<file path="src/rtl/reg_file_sync.sv">
// Parametrised register file: one write port, two registered read ports with write-first bypass,
// and a clear engine that zeroes every entry after reset or on clr_req. Optional macro: REG_FILE_ZERO_REG_EN.
module reg_file_sync #(
  parameter int WIDTH  = 8,
  parameter int DEPTH  = 16,
  parameter int ADDR_W = $clog2(DEPTH)
) (
  input  logic              clk,
  input  logic              rst,
  input  logic              we,
  input  logic [ADDR_W-1:0] waddr,
  input  logic [WIDTH-1:0]  wdata,
  input  logic [ADDR_W-1:0] raddr1,
  input  logic [ADDR_W-1:0] raddr2,
  output logic [WIDTH-1:0]  rdata1,
  output logic [WIDTH-1:0]  rdata2,
  input  logic              clr_req,
  output logic              busy
);

  localparam logic [0:0] CLEAR = 1'b0;
  localparam logic [0:0] IDLE  = 1'b1;

  localparam logic [ADDR_W:0]   DEPTH_W = (ADDR_W + 1)'(DEPTH);
  localparam logic [ADDR_W-1:0] LAST    = ADDR_W'(DEPTH - 1);

`ifdef REG_FILE_ZERO_REG_EN
  localparam bit ZERO_REG = 1'b1;
  localparam int LO       = 1;
`else
  localparam bit ZERO_REG = 1'b0;
  localparam int LO       = 0;
`endif

  // Entry 0 has no storage when it is the hardwired zero register.
  logic [WIDTH-1:0]  mem [LO:DEPTH-1];
  logic [0:0]        state;
  logic [ADDR_W-1:0] ptr;
  logic              wr_en;
  logic              clr_wr;
  logic [WIDTH-1:0]  rd1_nx;
  logic [WIDTH-1:0]  rd2_nx;

  function automatic logic readable(input logic [ADDR_W-1:0] a);
    return ({1'b0, a} < DEPTH_W) && !(ZERO_REG && (a == '0));
  endfunction

  assign busy   = (state == CLEAR);
  assign wr_en  = !busy && we && readable(waddr);
  assign clr_wr = busy && !(ZERO_REG && (ptr == '0));

  always_ff @(posedge clk or posedge rst) begin
    if (rst) begin
      state <= CLEAR;
      ptr   <= '0;
    end else if (state == CLEAR) begin
      if (ptr == LAST) begin
        state <= IDLE;
        ptr   <= '0;
      end else begin
        ptr <= ptr + ADDR_W'(1);
      end
    end else if (clr_req) begin
      state <= CLEAR;
      ptr   <= '0;
    end
  end

  always_ff @(posedge clk) begin
    if (clr_wr) begin
      mem[ptr] <= '0;
    end else if (wr_en) begin
      mem[waddr] <= wdata;
    end
  end

  always_comb begin
    rd1_nx = '0;
    rd2_nx = '0;
    if (!busy && readable(raddr1)) begin
      rd1_nx = (we && (waddr == raddr1)) ? wdata : mem[raddr1];
    end
    if (!busy && readable(raddr2)) begin
      rd2_nx = (we && (waddr == raddr2)) ? wdata : mem[raddr2];
    end
  end

  always_ff @(posedge clk or posedge rst) begin
    if (rst) begin
      rdata1 <= '0;
      rdata2 <= '0;
    end else begin
      rdata1 <= rd1_nx;
      rdata2 <= rd2_nx;
    end
  end

endmodule

</file>
<file path="config.mk">
export PLATFORM = sky130hd
export DESIGN_NAME = reg_file_sync
export DESIGN_NICKNAME = d
export VERILOG_FILES = /design/src/rtl/reg_file_sync.sv
export SDC_FILE = /design/constraint.sdc
export NUM_CORES = 1
export LEC_CHECK = 0
export CORE_ASPECT_RATIO = 0.5
export CORE_MARGIN = 2
export CORE_UTILIZATION = 35
export DETAILED_ROUTE_END_ITERATION = 10
export PLACE_DENSITY_LB_ADDON = 0.12
export SKIP_LAST_GASP = 1
export SLEW_MARGIN = 10
export SYNTH_ARGS = -nofsm -noshare
export SYNTH_HDL_FRONTEND = slang
export SYNTH_SLANG_ARGS = --single-unit
export TNS_END_PERCENT = 5
</file>
<file path="constraint.sdc">
create_clock -name clk -period 1.8 [get_ports clk]
set_clock_uncertainty 0.15 [all_clocks]
set_input_delay 0.36 -clock clk [delete_from_list [all_inputs] [get_ports clk]]
set_output_delay 0.36 -clock clk [all_outputs]
set_load 0.05 [all_outputs]
</file>
# Word-level counts from Yosys, hierarchy flattened
# Memory sizes are Yosys's and may differ from the RTL's.
# Index checks and enable logic that the tools add are counted.
classes:
  n_eq_ne: 4
  n_mux: 17
  add_sub_neg: 1
  n_reduce_logical: 4
  n_bitwise: 1
ops:
  columns: ["operator", "count"]
  rows:
  - ["8-bit two-way mux", 5]
  - ["4-bit two-way mux", 4]
  - ["4-bit equality test", 2]
  - ["1-bit two-way mux", 8]
  - ["8-bit OR reduction", 1]
  - ["4-bit by 1-bit adder with 4-bit output (second input constant)", 1]
  - ["4-bit equality test (second input constant)", 1]
  - ["1-bit logical AND", 3]
  - ["2-bit inequality test (second input constant)", 1]
  - ["1-bit NOT", 1]
word_totals:
  mem_count: 1
  input_bits: 24
  ff_bits: 21
  ram_bits: 128
memory_table:
  columns: ["memory", "words", "width", "rd", "rd_clocked_by_memory_dff", "write_ports", "line_no", "text"]
  rows:
  - ["mem", 16, 8, 2, 0, 1, "36", "logic [WIDTH-1:0] mem [LO:DEPTH-1];"]

# Depth between registers and ports, before layout
# Gate-level depths: netlist of run 1.
logic_depth:
  ltp_word: 6
  depth_mapped: 6

# Worst setup path after synthesis of run 1
# No wires, ideal clock.
synth_path:
  kind: "flip-flop to flip-flop"
  from: "register state"
  to: "memory mem[5][0], enable pin"
  slack_ns: -0.466
  path_buffers: 1
  path_stages_with_launch: 6
  t_arrival_ns: 1.746
  t_required_ns: 1.280
  synth_period_minus_slack_ns: 2.266
  cell_sequence: "dfrtp_1 > buf_2 > clkinv_1 > nor2_1 > a31oi_1 > nor2_1"
synth_via:
  elab_chain_cells: 6
  elab_cells_between_ends: 8
synth_lines:
  columns: ["element", "line_no", "text"]
  rows:
  - ["start: declaration", "37", "logic [0:0] state;"]
  - ["start signal: assignment", "54", "state <= CLEAR;"]
  - ["start signal: assignment", "58", "state <= IDLE;"]
  - ["start signal: assignment", "64", "state <= CLEAR;"]
  - ["1-bit logical AND", "49", "assign wr_en = !busy && we && readable(waddr);"]
  - ["1-bit two-way mux", "72", "end else if (wr_en) begin"]
  - ["1-bit two-way mux", "70", "if (clr_wr) begin"]
  - ["1-bit two-way mux (not written as such)", "73", "mem[waddr] <= wdata;"]
  - ["8-bit OR reduction (no line)", null, null]
  - ["4-bit two-way mux (no line) or 1-bit two-way mux (tied branches)", null, null]
  - ["end: declaration", "36", null]
# Parallel ways exist; a longest one is shown, timed or not.

# Worst setup path after layout of run 1
layout_path:
  from: "input port we"
  to: "memory mem[10][5], enable pin"
layout_via:
  elab_chain_cells: 6
  elab_cells_between_ends: 7
layout_lines:
  columns: ["element", "line_no", "text"]
  rows:
  - ["start: declaration", "10", "input logic we,"]
  - ["1-bit logical AND (*)", "49", null]
  - ["1-bit two-way mux (*)", "72", null]
  - ["1-bit two-way mux (*)", "70", null]
  - ["1-bit two-way mux (not written as such) (*)", "73", null]
  - ["8-bit OR reduction (no line)", null, null]
  - ["4-bit two-way mux (no line) or 1-bit two-way mux (tied branches)", null, null]
# Mark *: on every way between the ends. The rest lies on a longest branch, timed or not.

==> impl_metrics.csv, run 1 <==
group,metric,value,unit
status,status,"complete, but fails checks",
status,violations,"negative setup slack",
detailed_routing,initialDrtViolationCount,306,
synthesis,yosys_warnings,0,
final_layout,drive_gt1_frac,0.383,
critical_path,critPathMaxStageDelay,0.48,ns
cts,numCtsBuffers,17,
critical_path,startpoint_type,"input pin",
sta,period_share,1.05,
final_layout,utilization,0.463,
critical_path,critPathRequiredTime,1.77,ns
synthesis,ys.flop_type,"edfxtp_1",
critical_path,cp_cell_sequence,"clkdlybuf4s50_1 > buf_4 > nor2b_2 > a31oi_2 > nor2_1 > buf_6",
pwr,ir_worst_vdd,0.670,mV
critical_path,worstSetupPathType,"input pin to register",
sta,setup_viol,136,
final_layout,fin_nets,523,
final_layout,postLayoutCellArea,9140,µm²
sta,relSlewSlack,0.588,
sta,setup_ws,-0.0907,ns
cts,cts_sinks,149,
global_routing,gr-usage-met3,0.0533,
detailed_routing,routedWlPerCell,24.9,µm
synthesis,synthArstFlopShare,0.141,
sta,rsz0062_at_grt,"yes",
cts,cts_hold_buf,0,
die,die_x,206,µm
pwr,p_comb_frac,0.265,
run,max-cap-violations,0,
placement,portBuffers,40,
detailed_routing,drt-pass1-iter-count,5,
pwr,internal-power,7.94,mW
placement,placed_area,8320,µm²
cts,clk_latency,0.42,ns
critical_path,critical-path-slowest-cell,"clkdlybuf4s50_1",
global_routing,first_global_vias,4465,
pwr,p_clk_frac,0.310,
cts,clockBufferDepth,2,
die,die-area,21600,µm²
detailed_routing,routed_wl,19300,µm
die,io_pins,41,
placement,pre_cts_ws,-0.799,ns
die,die_h,105,µm
hold_path,hp-class,"input pin to asynchronous set/reset pin",
synthesis,synth_edf_count,128,
cts,h-tree-depth,4,
sta,fmax,529,MHz
global_routing,grt_max_degree,22,
pwr,seq_power_share,0.424,
cts,cts_tree,"yes",
critical_path,path_buf_inv,3,
detailed_routing,ant_nets,0,
die,initial_core_util,0.362,
detailed_routing,vias,4290,
detailed_routing,viasPerCell,5.54,
global_routing,grtUsageTotal,0.185,
cts,ctsRootBufferMaster,"clkbuf_16",
pwr,powerDensity,1210,nW/µm²
synthesis,synth_cell_type_count,34,
sta,period_minus_slack,1.89,ns
critical_path,endpoint_kind,"register",
final_layout,syn2layout_area_growth,28.1,%
global_routing,antenna_found_initial,0,
detailed_routing,drc,0,
sta,finalHoldViolCount,0,
sta,tightestPinTransition,0.618,ns
critical_path,ff2ff_setup_slack,-0.06,ns
global_routing,grt_overflow_total,0,
global_routing,met2_usage,0.284,
cts,clk_pin_slew,0.06,ns
final_layout,instances_no_fill,775,
synthesis,netlist_area,7140,µm²
placement,gp_congestion,0.834,
synthesis,syn_inst,392,
critical_path,reg2regPathDepth,6,
critical_path,critical-path-top-delay-family,"buffers and inverters",
pwr,p_leak,3.44,nW
synthesis,syn-num-nets,417,
pwr,switching_share,0.285,
placement,dpl.cell_count,740,
sta,slew_violations,0,
final_layout,num_antenna_cells,0,
pwr,switchingPower,3.16,mW
global_routing,grt_pass1_wl,28300,µm
global_routing,met1_usage,0.265,
global_routing,top_usage_layer,"met2",
critical_path,cp_max_fo,13,
synthesis,synth_seq_cells,149,
critical_path,crit_cells,6,
critical_path,critPathArrivalTime,1.86,ns
die,core,19700,µm²
synthesis,ys_seq_area_frac,0.612,
placement,hpwlAfterDp,13900,µm
synthesis,avgSynthCellArea,18.2,µm²
die,rows,36,
power by group through the flow:
stage / Sequential, mW / Clock, mW / Combinational (mW)
3_3_place_gp: 4.70 / 0 / 2.68
6_report: 4.71 / 3.44 / 2.94
3_5_place_dp: 4.76 / 0 / 2.74
2_1_floorplan: 4.76 / 0 / 1.36
4_1_cts: 4.70 / 3.49 / 2.93
5_1_grt: 4.76 / 3.66 / 3.10
final cells by class:
class                           instances  area, µm²
Clock buffer                           19        433
Clock inverter                         11        136
Fill cell                            1679      10600
Inverter                                4       20.0
Multi-Input combinational cell        210       2640
Sequential cell                       149       4370
Tap cell                              266        333
Timing Repair Buffer                  116       1210
Yosys cell counts (all sizes together), types with 7 or more instances:
master / n / share of area
and3: 8 / 0.0070
dfrtp: 21 / 0.074
a22o: 17 / 0.021
nand2: 18 / 0.0095
a22oi: 32 / 0.034
nor2: 22 / 0.012
edfxtp: 128 / 0.54
mux4: 64 / 0.22
xor2: 8 / 0.0098
buf: 19 / 0.027
a31oi: 7 / 0.0061
worst reg2reg max path, delay by kind of cell, from the launching register on:
kind / cells / cell delay (ns)
AND/OR/NAND/NOR: 2 / 0.41
buffers and inverters: 3 / 0.46
AO/OA/AOI/OAI: 1 / 0.13
flip-flops: 1 / 0.42
registers in the layout, summed over array words and instances (netlist names):
signal,flops
state,1
rdata2,8
mem,128
ptr,4
rdata1,8
placed cells by master, fill, tap and decap left out, types with 3 or more instances in the layout:
master and instances:
mux4_2 32, a21oi_2 3, a22oi_1 24, a21oi_1 3, dlygate4sd2_1 5, clkbuf_16 17, nor2b_2 3, a22oi_2 8
nand2_1 18, mux4_1 30, nor2_2 9, o21ai_0 3, clkinv_2 5, bufinv_16 3, xor2_1 8, buf_6 7
edfxtp_1 128, dfrtp_1 21, nor2_1 13, inv_1 3, clkinv_4 3, nor3b_1 3, and3_1 6, buf_4 65
a31oi_1 3, clkdlybuf4s50_1 14, buf_12 18, a22o_1 17
stage by stage:
step	total power, mW	hold WS [ns]	TNS [ns]
6_report	11.1	0.125	-4.66
5_1_grt	11.5	0.139	-12.92
4_1_cts	11.1	0.124	-3.32
3_5_place_dp	7.49	0.497	-116.23
3_3_place_gp	7.38	0.433	-102.86
2_1_floorplan	6.12	0.187	-4.46
timing repair:
| item | CTS | global route |
|---|---|---|
| endpoints found under the setup margin | 145 | 209 |
| setup buffers | 4 | 0 |
| gates resized for setup | 45 | 10 |
| gates cloned | 1 | 0 |
| pin swaps | 2 | 2 |
| hold endpoints to repair | 0 | 0 |
final timing paths:
path / from / end
min reg2reg: ptr[3] / ptr[3]
max in group asynchronous: rst / rdata2[2]
max reg2reg: state / mem[10][5]
min in group clk: clr_req / ptr[1]
max: we / mem[10][5]
min: rst / state
per-layer routing:
| layer | vias to the layer above | share of wire |
|---|---|---|
| met5 | - | 0 |
| met4 | 0 | 0.0072 |
| met3 | 10 | 0.071 |
| met2 | 148 | 0.46 |
| met1 | 2257 | 0.46 |
| li1 | 1875 | - |
cell families after synthesis:
logic type | Yosys count | synth area share
DFF | 149 | 0.612
AOI/OAI and AO/OA | 67 | 0.0696
xor gates and xnor gates | 8 | 0.00982
muxes | 64 | 0.219
and+or+nand+nor | 70 | 0.0475
buffers and inverters | 33 | 0.0398
adders and majority gates | 1 | 0.00175
Note: power is estimated with default switching activity, not from simulation.
==> inputs of run 2 (changes only) <==
- CTS_CLUSTER_DIAMETER: unset -> 60
==> results of run 2 <==
The final DEF is identical to that of run 1; final timing and power are the same.
==> inputs of run 3 (changes only) <==
- CORE_ASPECT_RATIO: 0.5 -> unset
- clock period: 1.8 -> 2.34 ns (I/O delays scaled with it)
==> run 3 against run 2 <==
Net effect:
- the flow now finishes without violations
- final area shrank 6.1%
- via count decreased by 2.1%
- worst setup slack better by 0.21 ns
- die area shrank 0.32%
- final cell count decreased by 3.0%
- total power down 29%
- non-clock buffer count decreased by 29
- sequential power is 23% lower
- clock power shrank 28%
- count of clock-buffer cells in the layout shrank 1
- sequential share of layout area grew 3.1 points
- critical path type unchanged
- critical endpoint is now rdata1[3]
- highest routed layer unchanged
==> impl_metrics.csv, run 3 (synthesis results as in run 1) <==
group,metric,value,unit
status,status,"finished clean",
global_routing,antenna_found_initial,0,
cts,cts_tree,"yes",
final_layout,num_antenna_cells,0,
critical_path,cp_cell_sequence,"clkdlybuf4s50_1 > nor2_1 > a22oi_1 > nand2_1 > a22o_1",
detailed_routing,ant_nets,0,
cts,clk_latency,0.42,ns
cts,clk_pin_slew,0.07,ns
critical_path,endpoint_kind,"register",
critical_path,reg2regPathDepth,5,
critical_path,reg2reg_to,"mem[6][7]",
final_layout,utilization,0.427,
placement,hpwlAfterDp,13100,µm
sta,finalHoldViolCount,0,
sta,period_minus_slack,2.22,ns
critical_path,r2r-start,"state",
cts,numCtsBuffers,17,
final_layout,layout_common_cells,"128 x edfxtp_1, 40 x buf_4, 37 x clkdlybuf4s50_1",
detailed_routing,routedWlPerCell,25.0,µm
global_routing,first_global_vias,4188,
die,initial_core_util,0.355,
sta,period_share,0.950,
sta,tightestPinTransition,0.941,ns
critical_path,crit_path_end,"rdata1[3]",
cts,h-tree-depth,4,
sta,relSlewSlack,0.371,
die,rows,52,
critical_path,critPathMaxStageDelay,0.76,ns
detailed_routing,initialDrtViolationCount,282,
global_routing,grt_pass1_wl,27800,µm
critical_path,startpoint_type,"input pin",
critical_path,ff2ff_setup_slack,0.39,ns
die,die-area,21600,µm²
placement,gp_congestion,0.771,
sta,fmax,450,MHz
cts,ctsRootBufferMaster,"clkbuf_16",
sta,rsz0062_at_grt,"no",
hold_path,hp-class,"input pin to asynchronous set/reset pin",
critical_path,worstSetupPathType,"input pin to register",
sta,setup_viol,0,
cts,cts_hold_buf,0,
cts,cts_setup_buffers,0,
placement,portBuffers,40,
final_layout,instances_no_fill,752,
final_layout,syn2layout_area_growth,20.2,%
critical_path,cp_max_fo,8,
run,max-cap-violations,0,
critical_path,crit_start,"raddr1[2]",
critical_path,critPathArrivalTime,2.44,ns
final_layout,regMostFlops,"mem",
critical_path,critical-path-slowest-cell,"nor2_1",
final_layout,fin_nets,494,
cts,cts-resized-gates,0,
cts,cts_sinks,149,
die,core,20100,µm²
final_layout,final_common_cell,"edfxtp_1",
final_layout,drive_gt1_frac,0.230,
die,die_x,147,µm
detailed_routing,drt-pass1-iter-count,5,
final_layout,largest_registers,"mem (128), rdata1 (8), rdata2 (8)",
critical_path,critical-path-top-delay-family,"simple AND/OR/NAND/NOR gates",
detailed_routing,viasPerCell,5.58,
critical_path,path_buf_inv,1,
pwr,powerDensity,921,nW/µm²
cts,clockBufferDepth,2,
global_routing,grtUsageTotal,0.180,
sta,slew_violations,0,
global_routing,grt_max_degree,33,
detailed_routing,routed_wl,18800,µm
die,die_h,147,µm
detailed_routing,drc,0,
die,io_pins,41,
final_layout,largest_reg_flops,128,
global_routing,grt_overflow_total,0,
pwr,p_leak,3.15,nW
critical_path,critPathRequiredTime,2.56,ns
placement,dpl.cell_count,720,
critical_path,crit_cells,5,
pwr,ir_worst_vdd,0.340,mV
detailed_routing,vias,4199,
[run 3: cell types whose count changed in the layout (fill, tap and decap cells not counted), sizes merged]
cell,previous run,this run
clkbuf,19,18
clkdlybuf4s50,14,37
dlygate4sd2,5,0
inv,3,6
buf,94,50
dlymetal6s2s,2,0
bufinv,3,0
clkinvlp,0,3
bufbuf,1,0
[run 3: worst min-delay path by stage]
| stage | start | endpoint | slack (ns) | cells past startpoint |
|---|---|---|---|---|
| 5_1_grt | rst | ptr[1] | 0.24 | 3 |
| 4_1_cts | rst | ptr[0] | 0.21 | 3 |
| 2_1_floorplan | rst | ptr[0] | 0.29 | 1 |
| 3_5_place_dp | ptr[3] | ptr[3] | 0.44 | 1 |
| 3_3_place_gp | ptr[3] | ptr[3] | 0.42 | 1 |
| 6_report | rst | ptr[1] | 0.21 | 3 |
[run 3: worst min-delay path, stage by stage]
cell and delay [ns]:
clkdlybuf4s50_1 0.39, inv_1 0.05, buf_4 0.26
[run 3: per-stage QoR]
| step | setup slack, ns | setup TNS (ns) | power [mW] | hold WS, ns | area, µm² |
|---|---|---|---|---|---|
| finish | 0.117 | 0 | 7.90 | 0.213 | 8580 |
| global route | 0.102 | 0 | 8.24 | 0.244 | 8580 |
| CTS | 0.118 | 0 | 7.96 | 0.212 | 8580 |
| detailed placement | -0.209 | -10.45 | 5.48 | 0.438 | 8050 |
| global placement | -0.220 | -7.06 | 5.44 | 0.424 | 8050 |
| floorplan | 0.0738 | 0 | 4.67 | 0.295 | 7140 |
[run 3: per-layer routing]
layer,vias up,GRT usage,part of all wire
li1,1815,-,-
met1,2246,0.255,0.46
met2,132,0.290,0.49
met3,6,0.0373,0.044
met4,0,0.0364,0.0054
met5,-,0,0
[run 3: report_power, final]
part	internal, mW	switching, mW
logic	0.759	1.05
registers	3.40	0.212
clock network	1.36	1.12
[run 3: layout make-up]
class	instances	area [µm²]
clock buffers	18	429
clock inverters	14	105
fillers	1733	11500
inverters	4	15.0
multi-input cells	210	2480
flip-flops and latches	149	4370
well taps	270	338
repair buffers	87	841
